`src/rtl/serdes_pkg.sv`:
```
// Shared helpers for the serial-to-parallel deserializer: parameter checks
// and derived sizes.
package serdes_pkg;

   function automatic bit lanes_ok(input int unsigned lanes);
      return (lanes == 1) || (lanes == 2) || (lanes == 4) || (lanes == 8);
   endfunction

   function automatic int unsigned beats_f(input int unsigned data_w, input int unsigned lanes);
      return data_w / lanes;
   endfunction

   // Beat counter is never narrower than one bit, even for single-beat words.
   function automatic int unsigned cnt_w_f(input int unsigned beats);
      return (beats < 2) ? 1 : $clog2(beats);
   endfunction

endpackage

```
`src/rtl/serdes_deser_if.sv`:
```
// Serial beat input and parallel word output of the deserializer, bundled
// with the framing error pulse.
interface serdes_deser_if #(
   parameter int unsigned DATA_W = 32,
   parameter int unsigned LANES  = 1
);
   logic [LANES-1:0]  rx_data;
   logic              rx_val;
   logic              rx_sof;
   logic              rx_rdy;
   logic [DATA_W-1:0] tx_data;
   logic              tx_val;
   logic              tx_rdy;
   logic              err_sof;

   modport master (
      output rx_data, rx_val, rx_sof, tx_rdy,
      input  rx_rdy, tx_data, tx_val, err_sof
   );

   modport slave (
      input  rx_data, rx_val, rx_sof, tx_rdy,
      output rx_rdy, tx_data, tx_val, err_sof
   );
endinterface

```
`src/rtl/serdes_skid_fifo.sv`:
```
// Two-entry word buffer between the assembly register and the downstream
// handshake; the head stays put until it is popped.
module serdes_skid_fifo #(
   parameter int unsigned DATA_W = 32
) (
   input  logic              clk,
   input  logic              rst,
   input  logic              push,
   input  logic              pop,
   input  logic [DATA_W-1:0] din,
   output logic              full,
   output logic              empty,
   output logic [DATA_W-1:0] head
);
   logic [DATA_W-1:0] mem [2];
   logic              wr_ptr;
   logic              rd_ptr;
   logic [1:0]        count;
   logic              do_push;
   logic              do_pop;

   assign full    = (count == 2'd2);
   assign empty   = (count == 2'd0);
   assign head    = mem[rd_ptr];
   assign do_pop  = pop && !empty;
   assign do_push = push && (!full || do_pop);

   always_ff @(posedge clk) begin
      if (rst) begin
         mem    <= '{default: '0};
         wr_ptr <= 1'b0;
         rd_ptr <= 1'b0;
         count  <= '0;
      end else begin
         if (do_push) begin
            mem[wr_ptr] <= din;
            wr_ptr      <= ~wr_ptr;
         end
         if (do_pop) begin
            rd_ptr <= ~rd_ptr;
         end
         case ({do_push, do_pop})
            2'b10:   count <= count + 2'd1;
            2'b01:   count <= count - 2'd1;
            default: count <= count;
         endcase
      end
   end
endmodule

```
`src/rtl/serdes_deser.sv`:
```
// Serial-to-parallel deserializer: assembles LANES-bit beats into DATA_W-bit
// words, realigns on rx_sof and buffers two finished words.
module serdes_deser
   import serdes_pkg::*;
#(
   parameter int unsigned DATA_W    = 32,
   parameter int unsigned LANES     = 1,
   parameter bit          MSB_FIRST = 1'b1
) (
   input logic           clk,
   input logic           rst,
   serdes_deser_if.slave bus
);
   localparam int unsigned BEATS = beats_f(DATA_W, LANES);
   localparam int unsigned CW    = cnt_w_f(BEATS);
   localparam logic [CW-1:0] LAST = CW'(BEATS - 1);

   if (!lanes_ok(LANES) || ((DATA_W % LANES) != 0)) begin : g_bad_params
      $error("serdes_deser: LANES must be 1/2/4/8 and divide DATA_W");
   end

   logic [CW-1:0]     cnt;
   logic [CW-1:0]     pos;
   logic              rdy;
   logic              accept;
   logic              completes;
   logic              err_q;
   logic              buf_full;
   logic              buf_empty;
   logic [DATA_W-1:0] asm_q;
   logic [DATA_W-1:0] asm_d;

   // Only a word-completing beat needs buffer space, so stall just that one.
   assign rdy       = !rst && !(buf_full && ((cnt == LAST) || (BEATS == 1)));
   assign accept    = bus.rx_val && rdy;
   assign pos       = bus.rx_sof ? '0 : cnt;
   assign completes = accept && (pos == LAST);

   // In shift mode a fresh rx_sof needs no clearing: the stale bits are
   // shifted out by the time the word completes.
   if (MSB_FIRST) begin : g_msb
      if (BEATS == 1) begin : g_single
         assign asm_d = bus.rx_data;
      end else begin : g_shift
         assign asm_d = {asm_q[DATA_W-LANES-1:0], bus.rx_data};
      end
   end else begin : g_lsb
      always_comb begin
         asm_d = asm_q;
         asm_d[pos*LANES +: LANES] = bus.rx_data;
      end
   end

   always_ff @(posedge clk) begin
      if (rst) begin
         cnt   <= '0;
         err_q <= 1'b0;
         asm_q <= '0;
      end else begin
         err_q <= accept && bus.rx_sof && (cnt != '0);
         if (accept) begin
            asm_q <= asm_d;
            cnt   <= completes ? '0 : pos + CW'(1);
         end
      end
   end

   serdes_skid_fifo #(
      .DATA_W (DATA_W)
   ) u_fifo (
      .clk   (clk),
      .rst   (rst),
      .push  (completes),
      .pop   (bus.tx_rdy),
      .din   (asm_d),
      .full  (buf_full),
      .empty (buf_empty),
      .head  (bus.tx_data)
   );

   assign bus.rx_rdy  = rdy;
   assign bus.tx_val  = !buf_empty;
   assign bus.err_sof = err_q;
endmodule

```
`src/flat_wrapper.sv`:
```
// flat-port wrapper written by rule: the top's interface ports become plain ports
module serdes_deser_flat import serdes_pkg::*;
#(
   parameter int unsigned DATA_W    = 32,
   parameter int unsigned LANES     = 1,
   parameter bit          MSB_FIRST = 1'b1
)
  (clk, rst, bus_rx_data, bus_rx_val, bus_rx_sof, bus_tx_rdy, bus_rx_rdy, bus_tx_data, bus_tx_val, bus_err_sof);
  serdes_deser_if #(.DATA_W(DATA_W), .LANES(LANES)) bus_i ();
  input logic clk;
  input logic rst;
  input wire logic [$bits(bus_i.rx_data)-1:0] bus_rx_data;
  input wire logic [$bits(bus_i.rx_val)-1:0] bus_rx_val;
  input wire logic [$bits(bus_i.rx_sof)-1:0] bus_rx_sof;
  input wire logic [$bits(bus_i.tx_rdy)-1:0] bus_tx_rdy;
  output wire logic [$bits(bus_i.rx_rdy)-1:0] bus_rx_rdy;
  output wire logic [$bits(bus_i.tx_data)-1:0] bus_tx_data;
  output wire logic [$bits(bus_i.tx_val)-1:0] bus_tx_val;
  output wire logic [$bits(bus_i.err_sof)-1:0] bus_err_sof;
  assign bus_i.rx_data = bus_rx_data;
  assign bus_i.rx_val = bus_rx_val;
  assign bus_i.rx_sof = bus_rx_sof;
  assign bus_i.tx_rdy = bus_tx_rdy;
  assign bus_rx_rdy = bus_i.rx_rdy;
  assign bus_tx_data = bus_i.tx_data;
  assign bus_tx_val = bus_i.tx_val;
  assign bus_err_sof = bus_i.err_sof;
  serdes_deser #(.DATA_W(DATA_W), .LANES(LANES), .MSB_FIRST(MSB_FIRST)) u_core (.clk(clk), .rst(rst), .bus(bus_i));
endmodule
```
`config.mk`:
```
export PLATFORM = sky130hd
export DESIGN_NAME = serdes_deser_flat
export DESIGN_NICKNAME = d
export VERILOG_FILES = /design/src/rtl/serdes_pkg.sv /design/src/rtl/serdes_deser_if.sv /design/src/rtl/serdes_skid_fifo.sv /design/src/rtl/serdes_deser.sv /design/src/flat_wrapper.sv
export SDC_FILE = /design/constraint.sdc
export NUM_CORES = 1
export LEC_CHECK = 0
export CAP_MARGIN = 20
export CORE_MARGIN = 4
export CORE_UTILIZATION = 57
export CTS_CLUSTER_SIZE = 24
export DETAILED_ROUTE_END_ITERATION = 7
export PLACE_DENSITY_LB_ADDON = 0.15
export SLEW_MARGIN = 10
export SYNTH_ARGS = -nofsm -noshare
export SYNTH_HDL_FRONTEND = slang
export SYNTH_SLANG_ARGS = --single-unit
```
`constraint.sdc`:
```
create_clock -name clk -period 3.45 [get_ports clk]
set_clock_uncertainty 0.15 [all_clocks]
set_input_delay 0.69 -clock clk [delete_from_list [all_inputs] [get_ports clk]]
set_output_delay 0.69 -clock clk [all_outputs]
set_load 0.01 [all_outputs]
```
==> results of run 1 <==
==> state kept, by name, indices dropped and copies added, names as in the netlist <==
signal / flops
u_core.bus.err_sof: 1
u_core.u_fifo.wr_ptr: 1
u_core.u_fifo.count: 2
u_core.cnt: 5
u_core.asm_q: 31
u_core.u_fifo.mem: 64
u_core.u_fifo.rd_ptr: 1
==> layer usage <==
layer / share of wire (%) / routed length, um
met5: 0 / 0
met4: 1.1 / 87
met3: 2.5 / 198
met2: 47 / 3700
met1: 49 / 3900
==> metrics by stage <==
step                      std cells  power [mW]  instance area (um2)
final                           550        2.04                 5210
after floorplan                 409        1.30                 4520
after CTS                       550        2.06                 5210
after global routing            550        2.12                 5210
after detailed placement        534        1.32                 5020
after global placement          534        1.32                 5020
==> worst max-delay path: stages <==
cell             delay, ps
clkdlybuf4s50_1        450
nor2b_1                190
ha_1                   220
and4b_1                200
ha_1                   170
o21ai_1                 80
or3_1                  360
ha_1                   340
or3_1                  360
a21oi_1                140
==> final timing paths <==
check	from	to	slack [ps]	cells after the start
worst min-delay path	u_core.u_fifo.mem[10]	u_core.u_fifo.mem[10]	330	2
worst max register to register	u_core.cnt[0]	u_core.u_fifo.count[1]	770	9
worst max-delay path	bus_rx_sof	u_core.u_fifo.count[1]	370	10
worst min register to register	u_core.u_fifo.mem[10]	u_core.u_fifo.mem[10]	330	2
==> where the power goes <==
part,total [mW],switching (mW),internal (mW)
combinational,0.0727,0.0344,0.0383
sequential,1.22,0.00222,1.21
clock,0.755,0.413,0.342
==> placed cells by master, fill, tap and decap left out, types with 2 or more instances in the layout <==
| master | Yosys | final |
|---|---|---|
| xnor2_1 | 3 | 3 |
| inv_1 | 2 | 2 |
| dfxtp_1 | 105 | 105 |
| nor2_1 | 2 | 2 |
| buf_4 | 4 | 8 |
| o21ai_0 | 6 | 6 |
| nand2_1 | 2 | 2 |
| clkbuf_1 | 16 | 2 |
| mux2_2 | 32 | 32 |
| clkinv_4 | 0 | 2 |
| nand3b_1 | 3 | 3 |
| nand2b_1 | 97 | 97 |
| nor2b_1 | 4 | 4 |
| ha_1 | 3 | 3 |
| clkdlybuf4s50_1 | 0 | 39 |
| mux2i_1 | 96 | 96 |
| or3_1 | 5 | 4 |
| a21oi_1 | 6 | 6 |
| buf_12 | 0 | 3 |
| clkbuf_8 | 0 | 9 |
| or2_2 | 2 | 2 |
==> cells by family (layout without fill, tap and decap cells) <==
kind of cell / count (synthesis) / after routing / synth area share (%)
DFF: 105 / 105 / 46.5
and+or+nand+nor: 123 / 123 / 17.0
muxes: 128 / 128 / 29.2
buffers and inverters: 30 / 69 / 3.74
xor gates and xnor gates: 4 / 4 / 0.775
adders and majority gates: 3 / 3 / 0.831
AOI/OAI and AO/OA: 16 / 16 / 1.91
==> area by class of cell <==
class                   instances  area, um2
clock buffers                  11        131
clock inverters                 5       63.8
fillers                       594       2510
inverters                       2       7.51
multi-input cells             274       2270
flip-flops and latches        105       2100
well taps                     102        128
repair buffers                 51        515
==> results.py, run 1 <==
metrics = {
    "logic_synthesis": {
        "seq_area_frac_synth_pct": 46.5,
        "syn_nets": 418,
        "synth_edf_count": 0,
        "synth_common_cells": "105 x dfxtp_1, 97 x nand2b_1, 96 x mux2i_1, 32 x mux2_2, 16 x clkbuf_1",
        "ys.flop_type": "dfxtp_1",
        "synthTopCellsByArea": "dfxtp_1 47%, mux2i_1 21%, nand2b_1 13%",
        "synth_top_area_share_pct": 46.5,
        "synthCells": 409,
        "syn_avg_cell_area_um2": 11.0,
        "yosysTopAreaCell": "dfxtp_1",
        "ys_types": 30,
        "yosysWarnings": 0,
        "yosysMostFrequentCell": "dfxtp_1",
        "async_flop_share_pct": 0,
        "synth_area_um2": 4520,
        "ys_ff_latch": 105,
    },
    "floorplanning": {
        "start_util_pct": 58.5,
        "num_io_pins": 41,
        "core_um2": 7730,
        "die_area_um2": 9420,
        "die_x_um": 97.0,
        "die_h_um": 97.0,
        "fp-row-count": 32,
    },
    "timing": {
        "tns_ps": 0,
        "final.min_clock_period_ps": 3080,
        "holdWs_ps": 326,
        "timing.fmax_mhz": 325,
        "slew_violations": 0,
        "layout_setup_ws_ps": 373,
        "rsz0062_at_grt": "no",
        "hold_viol_final": 0,
        "final-setup-viol-count": 0,
        "period_share_pct": 89.2,
        "tightest_slew_ps": 641,
        "relSlewSlack_pct": 57.3,
    },
    "grt": {
        "use_met3_pct": 2.81,
        "grt_max_degree": 94,
        "top_usage_layer": "met2",
        "grt_pass1_vias": 2971,
        "grtUsageMet2_pct": 28.6,
        "grt_overflow": 0,
        "grt_usage_pct": 17.2,
        "grt_antenna_before_repair": 0,
        "use_met1_pct": 22.4,
        "grt_pass1_wl_mm": 13.5,
    },
    "pwr": {
        "powerDensity_nw_per_um2": 392,
        "ir_worst_vdd_mv": 0.275,
        "leakagePower_nw": 2.19,
    },
    "critical_path": {
        "worstPathMaxFanout": 3,
        "critPathCaptureType": "flip-flop",
        "cp_data_required_time_ps": 3580,
        "path_class": "in2reg",
        "cp.arrival_ps": 3210,
        "crit_path_start_kind": "input port",
    },
    "drt": {
        "vias": 2869,
        "drt_iter0_markers": 77,
        "routedWlPerCell_um": 14.3,
        "wl_mm": 7.88,
        "vias_per_cell": 5.22,
        "drtAntennaViolNets": 0,
        "drc_errors": 0,
        "dr.pass1.iters": 4,
    },
    "placement": {
        "place.gp.congestion": 0.785,
        "io_buffers": 40,
        "pre_cts_ws_ps": 18.3,
        "dpl.hpwl_mm": 4.96,
    },
    "final_layout": {
        "drive_above_1_share_pct": 14.1,
        "fin_nets": 452,
        "syn_to_final_growth_pct": 15.4,
        "antenna_cells": 0,
        "post-route-util_pct": 67.5,
    },
    "cts": {
        "cts_buffers": 9,
        "postCtsSetupBuffers": 0,
        "clkTransAtPathRegs_ps": 90,
        "cts_root_buf": "clkbuf_8",
        "cts_tree": "done",
        "clk_latency_ps": 360,
        "clkSinkCount": 105,
        "cts_buffer_depth": 2,
        "hold_buffers": 0,
        "htree_levels": 3,
        "cts-resized-gates": 0,
    },
    "outcome": {
        "run_status": "finished clean",
    },
    "worst_hold_path": {
        "hold_class": "reg2reg",
    },
    "job": {
        "max-cap-violations": 0,
    },
}
Note: power is estimated with default switching activity, not from simulation.
==> run 2, diff against run 1 <==
--- a/config.mk
+++ b/config.mk
@@ -8,3 +8,3 @@
 export CAP_MARGIN = 20
-export CORE_MARGIN = 4
+export CORE_MARGIN = 3
 export CORE_UTILIZATION = 57
@@ -13,2 +13,3 @@
 export PLACE_DENSITY_LB_ADDON = 0.15
+export RECOVER_POWER = 25
 export SLEW_MARGIN = 10
--- a/constraint.sdc
+++ b/constraint.sdc
@@ -4,2 +4,2 @@
 set_output_delay 0.69 -clock clk [all_outputs]
-set_load 0.01 [all_outputs]
+set_load 0.005 [all_outputs]
==> run 2 against run 1 <==
Net effect: the run now ends with max-capacitance violations left; final area shrank 0.17%; utilization up 2.1 points; die area down 4.1%; critical path type unchanged.
==> results.py, run 2 (synthesized netlist as in run 1, its figures left out) <==
metrics = {
    "outcome": {
        "run_status": "complete, but fails checks",
        "violations": "max-capacitance violations",
    },
    "floorplanning": {
        "num_io_pins": 41,
        "start_util_pct": 60.4,
        "die_area_um2": 9030,
        "core_um2": 7490,
        "die_x_um": 95.0,
        "fp-row-count": 31,
        "die_h_um": 95.0,
    },
    "grt": {
        "grt_pass1_wl_mm": 13.2,
        "top_usage_layer": "met2",
        "grt_antenna_before_repair": 0,
        "use_met1_pct": 24.5,
        "grt_pass1_vias": 2773,
        "grt_usage_pct": 18.5,
        "grt_overflow": 0,
        "use_met3_pct": 4.66,
        "grt_max_degree": 106,
        "grtUsageMet2_pct": 30.2,
    },
    "timing": {
        "final.min_clock_period_ps": 3070,
        "relSlewSlack_pct": 0.488,
        "tns_ps": 0,
        "period_share_pct": 89.0,
        "hold_viol_final": 0,
        "tightest_slew_ps": 1490,
        "rsz0062_at_grt": "no",
        "final-setup-viol-count": 0,
        "slew_violations": 0,
        "timing.fmax_mhz": 326,
    },
    "critical_path": {
        "crit_buf_inv": 1,
        "crit_path_start_kind": "input port",
        "critical-path-max-stage-delay_ps": 480,
        "worstPathMaxFanout": 4,
        "cpMostUsedCell": "ha_1",
        "critical_path.top_delay_family": "simple AND/OR/NAND/NOR gates",
        "path_class": "in2reg",
        "cp_data_required_time_ps": 3570,
        "cp_slowest_cell": "clkdlybuf4s50_1",
        "critPathCaptureType": "flip-flop",
        "worstPathCellList": "clkdlybuf4s50_1, nor2b_1, ha_1, and4b_1, ha_1, o21ai_1, or3_1, ha_1, or3_1, a21oi_1",
        "cp.arrival_ps": 3190,
    },
    "pwr": {
        "powerDensity_nw_per_um2": 380,
        "leakagePower_nw": 2.20,
        "ir_worst_vdd_mv": 0.350,
    },
    "drt": {
        "vias": 2914,
        "vias_per_cell": 5.32,
        "dr.pass1.iters": 4,
        "drtAntennaViolNets": 0,
        "drc_errors": 0,
        "drt_iter0_markers": 93,
        "routedWlPerCell_um": 14.5,
        "wl_mm": 7.93,
    },
    "cts": {
        "cts_root_buf": "clkbuf_8",
        "cts_buffer_depth": 2,
        "clkTransAtPathRegs_ps": 90,
        "cts-resized-gates": 0,
        "htree_levels": 3,
        "cts_buffers": 9,
        "clk_latency_ps": 360,
        "postCtsSetupBuffers": 0,
        "clkSinkCount": 105,
        "hold_buffers": 0,
        "cts_tree": "done",
    },
    "final_layout": {
        "post-route-util_pct": 69.5,
        "antenna_cells": 0,
        "drive_above_1_share_pct": 14.3,
        "largest_register_ffs": 64,
        "final_common_cell": "dfxtp_1",
        "regMostFlops": "u_core.u_fifo.mem",
        "syn_to_final_growth_pct": 15.2,
        "reg_top3": "u_core.u_fifo.mem (64), u_core.asm_q (31), u_core.cnt (5)",
        "fin_nets": 453,
        "final_cell_mix": "105 x dfxtp_1, 97 x nand2b_1, 96 x mux2i_1, 38 x clkdlybuf4s50_1, 32 x mux2_2",
    },
    "placement": {
        "place.gp.congestion": 0.729,
        "io_buffers": 40,
        "dpl.hpwl_mm": 4.97,
    },
    "worst_hold_path": {
        "hold_class": "reg2reg",
    },
    "job": {
        "max-cap-violations": 1,
    },
}
## run 2: area by class of cell
class	count	area [um2]
flip-flops and latches	105	2100
fillers	575	2280
clock inverters	6	48.8
well taps	99	124
multi-input cells	274	2270
clock buffers	10	128
repair buffers	52	529
inverters	2	7.51
## run 2: worst min-delay path, delay by kind of cell, from the launching register on
kind / cells / cell delay [ps]
flops: 1 / 320
simple gates: 1 / 60
mux: 1 / 60
## run 2: stage by stage
step / instance area (um2) / cells / setup slack [ps] / hold WS [ps] / power [mW]
2_1_floorplan: 4520 / 409 / 575 / 295 / 1.30
3_3_place_gp: 5030 / 532 / 161 / 306 / 1.32
3_5_place_dp: 5030 / 532 / 56.5 / 312 / 1.32
4_1_cts: 5210 / 548 / 421 / 330 / 2.00
5_1_grt: 5200 / 548 / 233 / 341 / 2.06
6_report: 5200 / 548 / 381 / 327 / 1.98
## run 2: worst paths after layout
| path | slack (ps) | depth (start not counted) | to | start |
|---|---|---|---|---|
| max | 380 | 10 | u_core.u_fifo.count[1] | bus_rx_sof |
| min | 330 | 2 | u_core.u_fifo.mem[4] | u_core.u_fifo.mem[4] |
| max reg2reg | 800 | 9 | u_core.u_fifo.count[1] | u_core.cnt[0] |
| min reg2reg | 330 | 2 | u_core.u_fifo.mem[4] | u_core.u_fifo.mem[4] |
## run 2: metal layers
layer	wire, um	part of all wire [%]	up-vias
met5	0	0	-
met4	83	1.0	0
met3	242	3.1	6
met2	3790	48	33
met1	3810	48	1409
li1	-	-	1466
## run 2: where the power goes
group	switching (mW)	internal, mW	leakage [nW]	total (mW)
Combinational	0.0341	0.0392	1.26	0.0733
Sequential	0.00233	1.21	0.846	1.22
Clock	0.417	0.272	0.0916	0.689
Total	0.453	1.53	2.20	1.98
